`config.mk`:
```
export PLATFORM = sky130hd
export DESIGN_NAME = fdau_frame_reader
export DESIGN_NICKNAME = d
export VERILOG_FILES = /design/src/rtl/fdau_pkg.sv /design/src/rtl/fdau_word_serializer.sv /design/src/rtl/fdau_frame_reader.sv
export SDC_FILE = /design/constraint.sdc
export NUM_CORES = 1
export LEC_CHECK = 0
export CAP_MARGIN = 20
export CORE_ASPECT_RATIO = 1.75
export CORE_MARGIN = 10
export CORE_UTILIZATION = 50
export DETAILED_ROUTE_END_ITERATION = 7
export PLACE_DENSITY = 0.81
export REMOVE_ABC_BUFFERS = 1
export SYNTH_ARGS = -nofsm -noshare
export SYNTH_HDL_FRONTEND = slang
export SYNTH_SLANG_ARGS = --single-unit
```
`constraint.sdc`:
```
create_clock -name clock -period 4.76 [get_ports clock]
set_input_delay 0.714 -clock clock [delete_from_list [all_inputs] [get_ports clock]]
set_output_delay 0.714 -clock clock [all_outputs]
set_load 0.02 [all_outputs]
```
`src/rtl/fdau_pkg.sv`:
```
// Shared types and defaults for the FDAU frame read path.
// Default frame: 66 ADC + 3 taho/impuls + 6x32 ARINC words.
package fdau_pkg;

    localparam int          ADDR_W          = 9;
    localparam int          DATA_W          = 16;
    localparam int          FRAME_WORDS_DEF = 261;
    localparam logic [15:0] SYNC_WORD_DEF   = 16'hA55A;

    // Low/high byte phases live in the serializer, so one state covers each word kind.
    typedef enum logic [2:0] {
        ST_IDLE,
        ST_SYNC,
        ST_RD_WAIT,
        ST_DATA,
        ST_CSUM
    } readerState_e;

endpackage

```
`src/rtl/fdau_word_serializer.sv`:
```
// Emits a loaded 16-bit word as low byte then high byte over valid/ready.
// A new word may be loaded in the same cycle the previous high byte is taken.
module fdau_word_serializer
    import fdau_pkg::*;
(
    input  logic              clock,
    input  logic              reset,
    input  logic              i_load,
    input  logic [DATA_W-1:0] i_word,
    input  logic              i_byteReady,
    output logic [7:0]        o_byteData,
    output logic              o_byteValid,
    output logic              o_hiPhase,
    output logic              o_wordTaken
);

    logic [7:0] r_byteData;
    logic [7:0] r_hiByte;
    logic       r_valid;
    logic       r_hiPhase;
    logic       w_xfer;

    assign w_xfer      = r_valid & i_byteReady;
    assign o_wordTaken = w_xfer & r_hiPhase;
    assign o_byteData  = r_byteData;
    assign o_byteValid = r_valid;
    assign o_hiPhase   = r_hiPhase;

    always_ff @(posedge clock) begin
        if (reset) begin
            r_byteData <= 8'h00;
            r_hiByte   <= 8'h00;
            r_valid    <= 1'b0;
            r_hiPhase  <= 1'b0;
        end else if (i_load) begin
            r_valid    <= 1'b1;
            r_byteData <= i_word[7:0];
            r_hiByte   <= i_word[15:8];
            r_hiPhase  <= 1'b0;
        end else if (w_xfer) begin
            if (r_hiPhase) begin
                r_valid   <= 1'b0;
                r_hiPhase <= 1'b0;
            end else begin
                r_byteData <= r_hiByte;
                r_hiPhase  <= 1'b1;
            end
        end
    end

endmodule

```
`src/rtl/fdau_frame_reader.sv`:
```
// Reads one frame from fdau_ram per trigger and streams sync, data and checksum
// as bytes (low byte first) toward the UART/TX link.
module fdau_frame_reader
    import fdau_pkg::*;
#(
    parameter int                FRAME_WORDS = FRAME_WORDS_DEF,
    parameter logic [ADDR_W-1:0] BASE_ADDR   = '0,
    parameter int                RD_LATENCY  = 2,
    parameter logic [DATA_W-1:0] SYNC_WORD   = SYNC_WORD_DEF
) (
    input  logic              clock,
    input  logic              reset,
    input  logic              start,
    output logic [ADDR_W-1:0] rd_fdau,
    input  logic [DATA_W-1:0] q_fdau,
    output logic [7:0]        byte_data,
    output logic              byte_valid,
    input  logic              byte_ready,
    output logic              busy,
    output logic              frame_done,
    output logic              overrun
);

    localparam logic [ADDR_W-1:0] LAST_IDX = ADDR_W'(FRAME_WORDS - 1);
    localparam logic [1:0]        LAT      = 2'(RD_LATENCY);

    readerState_e      r_state;
    readerState_e      w_nextState;
    logic [ADDR_W-1:0] r_rdAddr;
    logic [ADDR_W-1:0] r_wordCnt;
    logic [DATA_W-1:0] r_word;
    logic [DATA_W-1:0] r_checksum;
    logic [1:0]        r_age;
    logic              r_frameDone;

    logic              w_load;
    logic [DATA_W-1:0] w_loadWord;
    logic              w_byteValid;
    logic              w_hiPhase;
    logic              w_wordTaken;
    logic              w_loXfer;
    logic              w_ageReached;
    logic              w_lastWord;

    assign w_loXfer     = w_byteValid & byte_ready & ~w_hiPhase;
    assign w_ageReached = (r_age == LAT);
    assign w_lastWord   = (r_wordCnt == LAST_IDX);

    always_ff @(posedge clock) begin
        if (reset) begin
            r_state <= ST_IDLE;
        end else begin
            r_state <= w_nextState;
        end
    end

    always_comb begin
        w_nextState = r_state;
        case (r_state)
            ST_IDLE:    if (start)        w_nextState = ST_SYNC;
            ST_SYNC:    if (w_wordTaken)  w_nextState = ST_RD_WAIT;
            ST_RD_WAIT: if (w_ageReached) w_nextState = ST_DATA;
            ST_DATA:    if (w_wordTaken)  w_nextState = w_lastWord ? ST_CSUM : ST_RD_WAIT;
            ST_CSUM:    if (w_wordTaken)  w_nextState = ST_IDLE;
            default:                      w_nextState = ST_IDLE;
        endcase
    end

    // The checksum word is loaded as the last data high byte goes, so it follows back-to-back.
    always_comb begin
        w_load     = 1'b0;
        w_loadWord = SYNC_WORD;
        case (r_state)
            ST_IDLE: begin
                w_load = start;
            end
            ST_RD_WAIT: begin
                w_load     = w_ageReached;
                w_loadWord = q_fdau;
            end
            ST_DATA: begin
                w_load     = w_wordTaken & w_lastWord;
                w_loadWord = r_checksum;
            end
            default: begin
                w_load = 1'b0;
            end
        endcase
    end

    assign busy       = (r_state != ST_IDLE);
    assign overrun    = start & busy;
    assign frame_done = r_frameDone;
    assign rd_fdau    = r_rdAddr;
    assign byte_valid = w_byteValid;

    // r_age counts cycles since rd_fdau last changed, saturating at the RAM latency.
    always_ff @(posedge clock) begin
        if (reset) begin
            r_rdAddr    <= BASE_ADDR;
            r_wordCnt   <= '0;
            r_word      <= '0;
            r_checksum  <= '0;
            r_age       <= 2'd0;
            r_frameDone <= 1'b0;
        end else begin
            r_frameDone <= 1'b0;
            r_age       <= w_ageReached ? r_age : r_age + 2'd1;
            case (r_state)
                ST_IDLE: begin
                    if (start) begin
                        r_checksum <= '0;
                        r_wordCnt  <= '0;
                        r_rdAddr   <= BASE_ADDR;
                        r_age      <= 2'd0;
                    end
                end
                ST_RD_WAIT: begin
                    if (w_ageReached) begin
                        r_word <= q_fdau;
                    end
                end
                ST_DATA: begin
                    if (w_loXfer) begin
                        r_checksum <= r_checksum + r_word;
                        r_rdAddr   <= r_rdAddr + 1'b1;
                        r_age      <= 2'd0;
                    end
                    if (w_wordTaken && !w_lastWord) begin
                        r_wordCnt <= r_wordCnt + 1'b1;
                    end
                end
                ST_CSUM: begin
                    if (w_wordTaken) begin
                        r_frameDone <= 1'b1;
                        r_rdAddr    <= BASE_ADDR;
                    end
                end
                default: begin
                    r_frameDone <= 1'b0;
                end
            endcase
        end
    end

    fdau_word_serializer u_serializer (
        .clock       (clock),
        .reset       (reset),
        .i_load      (w_load),
        .i_word      (w_loadWord),
        .i_byteReady (byte_ready),
        .o_byteData  (byte_data),
        .o_byteValid (w_byteValid),
        .o_hiPhase   (w_hiPhase),
        .o_wordTaken (w_wordTaken)
    );

endmodule

```
# After elaboration in Yosys (flattened, before gate mapping)

Index checks and enable logic that the tools add are counted.

Register bits after elaboration: 74
Logic and storage cells: 83

$add $sub $neg: 4
Equality and inequality tests: 14
Mux-type cells: 30
Bitwise operators: 7
Reduce and logical (&&, ||, !) cells: 17

Operators with widths:

| operator                                                              | number |
|---|---|
| 16-bit one-hot mux with 2 select lines                                | 2 |
| 9-bit 2-to-1 mux                                                      | 4 |
| 16-bit 2-to-1 mux                                                     | 2 |
| 9-bit one-hot mux with 3 select lines                                 | 1 |
| 8-bit 2-to-1 mux                                                      | 3 |
| 9-bit by 1-bit adder with 9-bit output, second input constant         | 2 |
| 3-bit 2-to-1 mux                                                      | 6 |
| 9-bit one-hot mux with 2 select lines                                 | 1 |
| 16-bit adder                                                          | 1 |
| 3-bit one-hot mux with 5 select lines                                 | 1 |
| 2-bit inequality test, second input constant                          | 7 |
| 9-bit equality test, second input constant                            | 1 |
| 3-bit by 2-bit equality test with 1-bit output, second input constant | 2 |
| 2-bit 2-to-1 mux                                                      | 3 |
| 2-bit AND reduction                                                   | 3 |
| 3-bit AND reduction                                                   | 2 |
| 2-bit nonzero test                                                    | 3 |
| 3-bit nonzero test                                                    | 2 |
| 1-bit bitwise AND                                                     | 5 |
| 1-bit 2-to-1 mux                                                      | 5 |
| 5-bit AND reduction                                                   | 1 |
| 2-bit one-hot mux with 2 select lines                                 | 1 |
| 4-bit AND reduction                                                   | 1 |
| 2-bit OR reduction                                                    | 2 |
| 10 further kinds                                                      | 11 |

# Longest topological paths before layout

Gate-level depths: netlist of run 1.

Word-level depth: 6
Gate-level depth with buffers: 10

# Modules after synthesis

Synthesis of run 1 repeated with hierarchy kept, for this count alone.

Cell total of the unflattened synthesis: 474
Area, all modules: 4023.9 um^2

By module, submodules not included:

| module               | times used | cells each | area an instance (um^2) |
|---|---|---|---|
| fdau_frame_reader    | 1          | 393        | 3198.1 |
| fdau_word_serializer | 1          | 81         | 825.8 |

# Worst setup path before layout of run 1

OpenSTA, ideal clock, no wires.

Kind: reg-to-reg
Start point: reg r_checksum[0]
End point: reg r_checksum[10]
Library setup time: 0.062 ns
Arrival time: 1.949 ns
Data required time: 4.698 ns
Setup slack: 2.749 ns
Cell stages (with the launch flop): 11
Buffers on the path: 0
Clock period less this slack: 2.011 ns
Cells stage by stage: dfxtp_1 ha_1 inv_1 fa_1 inv_1 a21oi_1 o21ai_0 a21o_1 a221oi_1 or4_1 nand3_1

Cells in the longest elaborated chain, start to end: 3

Ends and longest elaborated chain:

| element                                | RTL line                 | text |
|---|---|---|
| start: declaration                     | fdau_frame_reader.sv:32  | `logic [DATA_W-1:0] r_checksum;` |
| start signal: assignment               | fdau_frame_reader.sv:125 | `r_checksum <= r_checksum + r_word;` |
| 16-bit adder                           | fdau_frame_reader.sv:125 |  |
| 16-bit 2-to-1 mux                      | fdau_frame_reader.sv:124 | `if (w_loXfer) begin` |
| 16-bit one-hot mux with 2 select lines | fdau_frame_reader.sv:109 | `case (r_state)` |

No other way between the ends. The select of a mux whose other input is x is not followed.
A chain may end at the register's enable or synchronous reset.

# Final worst setup path of run 1

Start point: in byte_ready
End point: reg r_checksum[3]

Cells in the longest elaborated chain, start to end: 4

Ends and longest elaborated chain:

| element                                | RTL line                | text |
|---|---|---|
| start: declaration                     | fdau_frame_reader.sv:18 | `input logic byte_ready,` |
| 1-bit bitwise AND (2 in series)        | fdau_frame_reader.sv:45 | `assign w_loXfer = w_byteValid & byte_ready & ~w_hiPhase;` |
| 2-bit inequality test (no source line) | -                       |  |
| 3-bit AND reduction (no source line)   | -                       |  |

No other way between the ends.

==> summary.txt, run 1 <==
Synth
  – Predominant post-synthesis flop cell: dfxtp_1
  – Avg Cell Area, Syn: 8.60 sq um
  – Synthesized cell area: 0.00385 sq mm
  – EDFF count, synth: 0
  – Yosys top cell area share: 38.5%
  – Area leader, netlist: dfxtp_1
  – Cell count after synthesis: 448
  – Synthesis Warnings: 0
  – Yosys reg bits: 74
  – Register area share after synthesis: 38.5%
  – Async SR Flop Fraction: 0%
  – Synth top area cells: dfxtp_1 (38%), ha_1 (6.5%), a21oi_1 (5.7%)
  – Yosys cell types: 51

CTS
  – Clk slew on worst S/H paths: 0.05 ns
  – Cts hold-fix bufs: 0
  – Sink Count: 74
  – Worst skew pair latency: 0.33 ns
  – Post-CTS Setup Bufs: 0
  – CTS buffer count: 9
  – Post-CTS sizing: 0
  – Clock tree from TritonCTS: built
  – Root buf cell: clkbuf_16
  – Clock Tree Buf Depth: 2
  – H-tree levels: 3

STA
  – Tmin final: 2.97 ns
  – Fin Setup TNS: 0 ns
  – FMAX: 337 MHz
  – Slack of the critical path: 1.79 ns
  – RSZ-0062 raised after global routing: false
  – Hold Vio Cnt, Final: 0
  – Hold slack: 0.461 ns
  – Setup Viol. Count Final: 0
  – Worst-margin pin slew: 0.995 ns
  – Final worst path period share: 62.4%
  – Worst rel slew slack: 33.7%
  – Final Max Slew Viols: 0
  – Final setup skew: 0.00344 ns

Routing
  – Wire per inst: 16.5 um
  – Initial DRC Count: 305
  – Total Wirelength: 9400 um
  – Drt pass-1 iters: 4
  – Residual DRC: 0
  – Vias per inst: 5.83
  – Via count: 3331
  – Antenna Nets Post-Route: 0

Worst setup path
  – Reg2Reg Depth: 6
  – RR Endpoint: r_checksum[3]
  – Reg2Reg Setup Slack: 2.28 ns
  – Worst r2r src: u_serializer.o_hiPhase
  – Critical path type: input port to flip-flop
  – Worst setup EP type: flip-flop
  – Critical Path AT: 3.24 ns
  – Critical Path RT: 5.03 ns
  – CP Max Fanout: 15
  – Startpoint types: input port

Min path
  – Hold Crit Endpoint: r_word[6]
  – Worst hold start: r_word[6]
  – Hold WC Path Type: flip-flop to flip-flop
  – Hold Crit Depth: 2

Floorplanning
  – Die width: 86.4 um
  – Initial core utilization: 51.3%
  – Rows: 42
  – Core outline area: 0.00751 sq mm
  – Die H: 136 um
  – Die area: 0.0118 sq mm
  – IO Pins: 41

Global route
  – Vias in the first global route: 3350
  – Global-route wire length before repair: 15900 um
  – Largest net degree at the start of global routing: 54
  – M2 GR Usage: 28.1%
  – Initial antenna violation count: 0
  – Total grt overflow: 0
  – Met3 Usage GRT: 3.18%
  – Global route hottest layer: met2
  – Met1 usage: 18.0%
  – Total global-route track usage: 16.6%

Finish
  – Util after Layout: 60.4%
  – Inserted Diodes: 0
  – Post-Layout Cell Count: 571
  – Layout cells sized above 1: 7.66%
  – Design area: 0.00454 sq mm
  – Fin nets: 521
  – Area grow syn2layout: 17.9%

Placement
  – Placed instance area: 0.00429 sq mm
  – Number of buffers added on ports: 40
  – Cells after DPL: 557
  – Post-Place Setup Slack: 1.49 ns
  – Detailed placement HPWL: 6740 um
  – GPL Wtd Cong: 0.881

Power
  – Peak supply drop: 252 uV
  – Leakage: 1.76 nW
  – Total power: 1.36 mW
  – Pwr/cell area: 300 mW/mm^2

Job
  – Max-cap violations: 0

Status
  – Outcome: finished clean
state kept, by name, summed over array words and instances, names as in the netlist:
| signal | flops |
|---|---|
| r_checksum | 16 |
| r_word | 16 |
| u_serializer.o_byteData | 8 |
| frame_done | 1 |
| r_age | 2 |
| r_state | 3 |
| u_serializer.o_hiPhase | 1 |
| r_wordCnt | 9 |
| u_serializer.o_byteValid | 1 |
| rd_fdau | 9 |
| u_serializer.r_hiByte | 8 |
placed cells by master, fill, tap and decap left out, drive strengths merged, types with 10 or more instances in the layout:
| cell type | count |
|---|---|
| inv | 11 |
| a21oi | 44 |
| dfxtp | 74 |
| clkbuf | 14 |
| nand2 | 58 |
| nor2 | 47 |
| mux2i | 18 |
| ha | 20 |
| xor2 | 14 |
| a211oi | 10 |
| nand3 | 11 |
| xnor2 | 10 |
| clkdlybuf4s50 | 39 |
worst max-delay path, cell delays in order:
cell and delay [ns]:
clkdlybuf4s50_1 0.48, nand3b_1 0.59, nor2_1 0.11, buf_4 0.23, a21oi_1 0.78, a22oi_1 0.20, nor2_1 0.13
power by group:
part | switching (mW) | internal, mW | leakage, nW
registers | 0.0112 | 0.632 | 0.600
logic | 0.0655 | 0.0516 | 1.04
clock network | 0.239 | 0.362 | 0.123
total | 0.315 | 1.05 | 1.76
worst max-delay path by stage:
stage / start / to / slack (ns) / depth (start not counted)
5_1_grt: byte_ready / r_checksum[3] / 1.58 / 7
6_report: byte_ready / r_checksum[3] / 1.79 / 7
2_1_floorplan: r_state[0] / rd_fdau[6] / 2.17 / 7
3_5_place_dp: byte_ready / r_checksum[4] / 1.49 / 7
4_1_cts: byte_ready / r_checksum[5] / 1.83 / 7
3_3_place_gp: byte_ready / r_checksum[6] / 1.57 / 7
area by class of cell:
type / count / area (sq um)
clock buffer: 14 / 254
fill: 638 / 2970
inverter: 11 / 41.3
multi-input combinational: 341 / 2240
sequential: 74 / 1480
tap: 88 / 110
timing repair buffer: 43 / 418
cell families after synthesis:
kind of cell,count (synthesis),synth area share [%]
compound gates,101,17.7
flops,74,38.5
xor+xnor,24,5.46
mux,22,5.85
fa+ha+maj,21,7.02
simple gates,173,22.0
buf+inv,33,3.51
per-layer routing:
| layer | share of wire (%) | vias up | wire length (um) |
|---|---|---|---|
| li1 | - | 1652 | - |
| met1 | 40 | 1579 | 3780 |
| met2 | 51 | 77 | 4800 |
| met3 | 4.9 | 23 | 457 |
| met4 | 3.9 | 0 | 362 |
| met5 | 0 | - | 0 |
synth_stat cells (all sizes together) (2+ instances only):
| library cell | count |
|---|---|
| a22o | 3 |
| and3 | 5 |
| a2111oi | 5 |
| nor2 | 47 |
| a31oi | 4 |
| nand4 | 9 |
| a21oi | 44 |
| a311oi | 4 |
| buf | 6 |
| and2 | 3 |
| ha | 20 |
| o31ai | 2 |
| a21o | 5 |
| a211oi | 10 |
| a21boi | 2 |
| or2 | 5 |
| a22oi | 7 |
| mux2 | 4 |
| nor2b | 9 |
| dfxtp | 74 |
| nand2 | 58 |
| nand3 | 11 |
| nor3 | 8 |
| or4 | 2 |
| xnor2 | 10 |
| nor4 | 3 |
| inv | 11 |
| mux2i | 18 |
| nand3b | 3 |
| o21ai | 9 |
| clkbuf | 16 |
| or3 | 3 |
| xor2 | 14 |
| nand2b | 5 |
(Power assumes the default switching activity.)
==> run 2: changes to the inputs <==
clock period = 2.77 ns   (was 4.76 ns; I/O delays follow)
==> summary.txt, run 2 (synthesis gave the netlist of run 1 again) <==
Finish
  – Area grow syn2layout: 19.7%
  – Register area: 0.00148 sq mm (unchanged)
  – Design area: 0.00461 sq mm (+1.6%)
  – Top Registers: r_checksum (16), r_word (16)
  – Commonest non-fill, non-tap cells in the layout: dfxtp_1 (74), nand2_1 (58), nor2_1 (46)
  – Inserted Diodes: 0 (unchanged)
  – Fin nets: 527 (+1.2%)
  – Layout cells sized above 1: 9.98% (+2.3 points)
  – Fillers: 645 (+1.1%)
  – Commonest non-fill, non-tap cell in the layout: dfxtp_1
  – Multi-input logic area: 0.00224 sq mm (unchanged)

Global route
  – Total global-route track usage: 15.8% (-0.74 points)
  – Vias in the first global route: 3307 (-1.3%)
  – Largest net degree at the start of global routing: 39 (-28%)
  – Total grt overflow: 0 (unchanged)
  – Global-route wire length before repair: 15300 um (-4.1%)
  – Initial antenna violation count: 0 (unchanged)

Power
  – Net Sw Frac: 23.9% (+0.71 points)
  – Net Sw Power: 0.573 mW (+82%)
  – Part of the power in combinational logic: 8.6% (about the same)
  – Pwr/cell area: 520 mW/mm^2 (+74%)
  – Clock power frac: 45.4% (+1.3 points)
  – Peak supply drop: 360 uV (+43%)
  – Leakage: 1.81 nW (+2.9%)
  – Pint: 1.83 mW (+75%)
  – Sequential share of power: 46.0% (-1.3 points)

STA
  – Setup Viol. Count Final: 0 (unchanged)
  – Fin Setup TNS: 0 ns (unchanged)
  – RSZ-0062 raised after global routing: false
  – Worst-margin pin slew: 1.01 ns (+0.0114 ns)
  – Final worst path period share: 88.0%
  – Tmin final: 2.44 ns
  – Hold Vio Cnt, Final: 0 (unchanged)
  – FMAX: 410 MHz
  – Final Max Slew Viols: 0 (unchanged)
  – Final setup skew: 0.00669 ns (+0.00325 ns)
  – Worst rel slew slack: 32.9% (-0.76 points)

Job
  – Max-cap violations: 0 (unchanged)

Routing
  – Initial DRC Count: 281 (-7.9%)
  – Residual DRC: 0 (unchanged)
  – Drt pass-1 iters: 4 (unchanged)
  – Wire per inst: 16.3 um (-0.67%)
  – Vias per inst: 5.85 (+0.31%)
  – Antenna Nets Post-Route: 0 (unchanged)
  – Total Wirelength: 9460 um (+0.72%)
  – Via count: 3388 (+1.7%)

CTS
  – Cts hold-fix bufs: 0 (unchanged)
  – Post-CTS sizing: 0 (unchanged)
  – Clock tree from TritonCTS: built
  – Clock Tree Buf Depth: 2 (unchanged)
  – Sink Count: 74 (unchanged)
  – CTS buffer count: 9 (unchanged)
  – Root buf cell: clkbuf_16
  – Clk slew on worst S/H paths: 0.06 ns (about the same)
  – H-tree levels: 3 (unchanged)
  – Post-CTS Setup Bufs: 0 (unchanged)
  – Worst skew pair latency: 0.34 ns (about the same)

Floorplanning
  – Die H: 136 um (unchanged)
  – Core outline area: 0.00751 sq mm (unchanged)
  – Initial core utilization: 51.3% (unchanged)
  – Die width: 86.4 um (unchanged)
  – IO Pins: 41 (unchanged)
  – Die area: 0.0118 sq mm (unchanged)
  – Rows: 42 (unchanged)

Placement
  – GPL Wtd Cong: 0.879 (-0.19%)
  – Number of buffers added on ports: 40 (unchanged)
  – Detailed placement HPWL: 6850 um (+1.5%)
  – Placed instance area: 0.00433 sq mm (+1.1%)

Worst setup path
  – Critical Path RT: 2.98 ns (-2.05 ns)
  – Reg2Reg Depth: 10 (+4)
  – CP Max Fanout: 4 (-11)
  – Critical path type: flip-flop to flip-flop
  – Worst setup EP type: flip-flop
  – Startpoint types: flip-flop
  – Critical Path AT: 2.65 ns (-0.59 ns)

Min path
  – Hold WC Path Type: flip-flop to flip-flop
  – Hold Crit Depth: 2 (unchanged)

Status
  – Outcome: finished clean
## run 2: through the flow
| step | hold WS, ns | cells | worst slack, ns | util, % | power, mW |
|---|---|---|---|---|---|
| 2_1_floorplan | 0.435 | 426 | 0.179 | - | 1.23 |
| 3_3_place_gp | 0.447 | 563 | 0.394 | 57.6 | 1.33 |
| 3_5_place_dp | 0.455 | 563 | 0.331 | 57.6 | 1.33 |
| 4_1_cts | 0.465 | 579 | 0.410 | 61.4 | 2.41 |
| 5_1_grt | 0.489 | 579 | 0.197 | 61.4 | 2.48 |
| 6_report | 0.463 | 579 | 0.333 | 61.4 | 2.40 |
## run 2: cell type report
| type | count | area share (%) |
|---|---|---|
| clock buffer | 11 | 5.48 |
| clock inverter | 5 | 0.624 |
| inverter | 11 | 0.895 |
| multi-input combinational | 341 | 48.5 |
| sequential | 74 | 32.1 |
| tap | 88 | 2.39 |
| timing repair buffer | 49 | 10.0 |
## run 2: power groups by stage
stage,registers (mW),logic (mW),clock network [mW]
6_report,1.10,0.207,1.09
5_1_grt,1.11,0.223,1.15
4_1_cts,1.10,0.208,1.10
3_5_place_dp,1.13,0.207,0
3_3_place_gp,1.13,0.204,0
2_1_floorplan,1.14,0.0875,0
## run 2: final timing paths
kind / from / slack (ns) / to
setup / recovery: r_word[0] / 0.33 / r_checksum[12]
hold / removal: r_word[12] / 0.46 / r_word[12]
setup reg to reg: r_word[0] / 0.33 / r_checksum[12]
hold reg to reg: r_word[12] / 0.46 / r_word[12]
## run 2: worst max-delay path: stages, from the launching register on
cell and delay, ns:
dfxtp_1 0.31, ha_1 0.23, inv_1 0.09, fa_1 0.21, inv_1 0.07, a21oi_1 0.11
o21ai_0 0.12, a21o_1 0.26, a221oi_1 0.56, mux2i_1 0.26, nand3_1 0.09
## run 2: metal layers
metal  global-route usage (%)  part of all wire, %  up-vias
met5                        0                    0        -
met4                     11.0                  4.2        0
met3                     3.24                  4.8       35
met2                     27.0                   50       86
met1                     16.9                   41     1596
li1                         -                    -     1671
==> run 3: changes to the inputs <==
CORE_MARGIN = default   (was 10)
==> summary.txt, run 3 (synthesis gave the netlist of run 1 again) <==
CTS
  – H-tree levels: 3 (unchanged)
  – Clock tree from TritonCTS: built
  – CTS buffer count: 9 (unchanged)
  – Clk slew on worst S/H paths: 0.06 ns (about the same)
  – Post-CTS sizing: 0 (unchanged)
  – Post-CTS Setup Bufs: 0 (unchanged)
  – Worst skew pair latency: 0.34 ns (about the same)
  – Sink Count: 74 (unchanged)
  – Root buf cell: clkbuf_16
  – Clock Tree Buf Depth: 2 (unchanged)
  – Cts hold-fix bufs: 0 (unchanged)

STA
  – Worst rel slew slack: 30.8% (-2.1 points)
  – Tmin final: 2.33 ns (-0.102 ns)
  – FMAX: 428 MHz (+4.4%)
  – Setup Viol. Count Final: 0 (unchanged)
  – Final worst path period share: 84.3% (-3.7 points)
  – Hold Vio Cnt, Final: 0 (unchanged)
  – Final Max Slew Viols: 0 (unchanged)
  – Worst-margin pin slew: 1.04 ns (+0.0313 ns)
  – Fin Setup TNS: 0 ns (unchanged)
  – RSZ-0062 raised after global routing: false
  – Final setup skew: 0.00491 ns (-0.00178 ns)

Routing
  – Drt pass-1 iters: 4 (unchanged)
  – Via count: 3404 (+0.47%)
  – Residual DRC: 0 (unchanged)
  – Vias per inst: 5.87 (+0.30%)
  – Initial DRC Count: 213 (-24%)
  – Wire per inst: 15.5 um (-5.0%)
  – Antenna Nets Post-Route: 0 (unchanged)
  – Total Wirelength: 9010 um (-4.8%)

Floorplanning
  – Die H: 118 um (-13%)
  – Initial core utilization: 51.3% (unchanged)
  – Die width: 68.4 um (-21%)
  – IO Pins: 41 (unchanged)
  – Rows: 42 (unchanged)
  – Core outline area: 0.00751 sq mm (unchanged)
  – Die area: 0.00807 sq mm (-31%)

Worst setup path
  – Critical Path RT: 2.99 ns (about the same)
  – CP Max Fanout: 4 (unchanged)
  – Worst setup EP type: flip-flop
  – Critical Path AT: 2.55 ns (-0.10 ns)
  – Critical path type: flip-flop to flip-flop
  – Startpoint types: flip-flop

Min path
  – Hold WC Path Type: input port to flip-flop

Status
  – Outcome: finished clean

Power
  – Total power: 2.46 mW (+2.4%)
  – Peak supply drop: 314 uV (-13%)
  – Leakage: 1.82 nW (+0.55%)
  – Pwr/cell area: 530 mW/mm^2 (+1.9%)

Global route
  – Global-route wire length before repair: 15000 um (-1.9%)
  – Initial antenna violation count: 0 (unchanged)
  – Vias in the first global route: 3367 (+1.8%)
  – Total global-route track usage: 24.6% (+8.7 points)
  – Largest net degree at the start of global routing: 39 (unchanged)
  – Total grt overflow: 0 (unchanged)

Finish
  – Commonest non-fill, non-tap cells in the layout: dfxtp_1 (74), nand2_1 (58), nor2_1 (46)
  – Area grow syn2layout: 20.3%
  – Inserted Diodes: 0 (unchanged)
  – Top Registers: r_checksum (16), r_word (16)
  – Layout cells sized above 1: 9.96% (-0.020 points)
  – Util after Layout: 61.7% (+0.30 points)
  – Post-Layout Cell Count: 580 (+0.17%)
  – Fin nets: 528 (+0.19%)
  – Commonest non-fill, non-tap cell in the layout: dfxtp_1

Job
  – Max-cap violations: 0 (unchanged)

Placement
  – Number of buffers added on ports: 40 (unchanged)
  – Cells after DPL: 564 (+0.18%)
  – GPL Wtd Cong: 0.967 (+10%)
  – Detailed placement HPWL: 6410 um (-6.5%)
-- run 3: cell count changes in the layout (fill, tap and decap cells not counted), sizes merged --
cell	delta
buf	+1
bufinv	+1
clkinv	-1
-- run 3: metal layers --
metal / vias up / routed length [um] / global-route usage, %
met4: 0 / 278 / 14.7
met3: 25 / 364 / 3.88
met5: - / 0 / 0
li1: 1677 / - / -
met1: 1616 / 3740 / 27.8
met2: 86 / 4620 / 41.1
-- run 3: final timing paths --
| kind | startpoint | to | slack [ns] | cells after the start |
|---|---|---|---|---|
| max | r_checksum[0] | r_checksum[12] | 0.44 | 10 |
| min | reset | r_checksum[4] | 0.46 | 2 |
| max reg2reg | r_checksum[0] | r_checksum[12] | 0.44 | 10 |
| min reg2reg | r_word[4] | r_word[4] | 0.47 | 2 |
-- run 3: final cells by class --
| cell class | instances | area (sq um) |
|---|---|---|
| Fill cell | 661 | 2880 |
| Multi-Input combinational cell | 341 | 2240 |
| Sequential cell | 74 | 1480 |
| Timing Repair Buffer | 50 | 470 |
| Clock buffer | 11 | 243 |
| Tap cell | 88 | 110 |
| Clock inverter | 5 | 53.8 |
| Inverter | 11 | 41.3 |
-- run 3: critical path: stages (launching register included) --
cell and delay, ns:
dfxtp_1 0.32, ha_1 0.21, inv_1 0.08, fa_1 0.21
inv_1 0.07, a21oi_1 0.11, o21ai_0 0.11, a21o_1 0.25
a221oi_1 0.47, mux2i_1 0.30, nand3_1 0.09
-- run 3: report_power, final --
group	switching, mW	internal (mW)
registers	0.0135	1.09
logic	0.118	0.0924
clock network	0.432	0.718
-- run 3: metrics by stage --
stage	worst slack (ns)	hold WS (ns)	cell area [sq um]
after floorplan	0.179	0.435	3760
after global placement	0.447	0.446	4340
after detailed placement	0.359	0.453	4340
after CTS	0.433	0.449	4640
after global routing	0.287	0.474	4640
final	0.435	0.456	4640
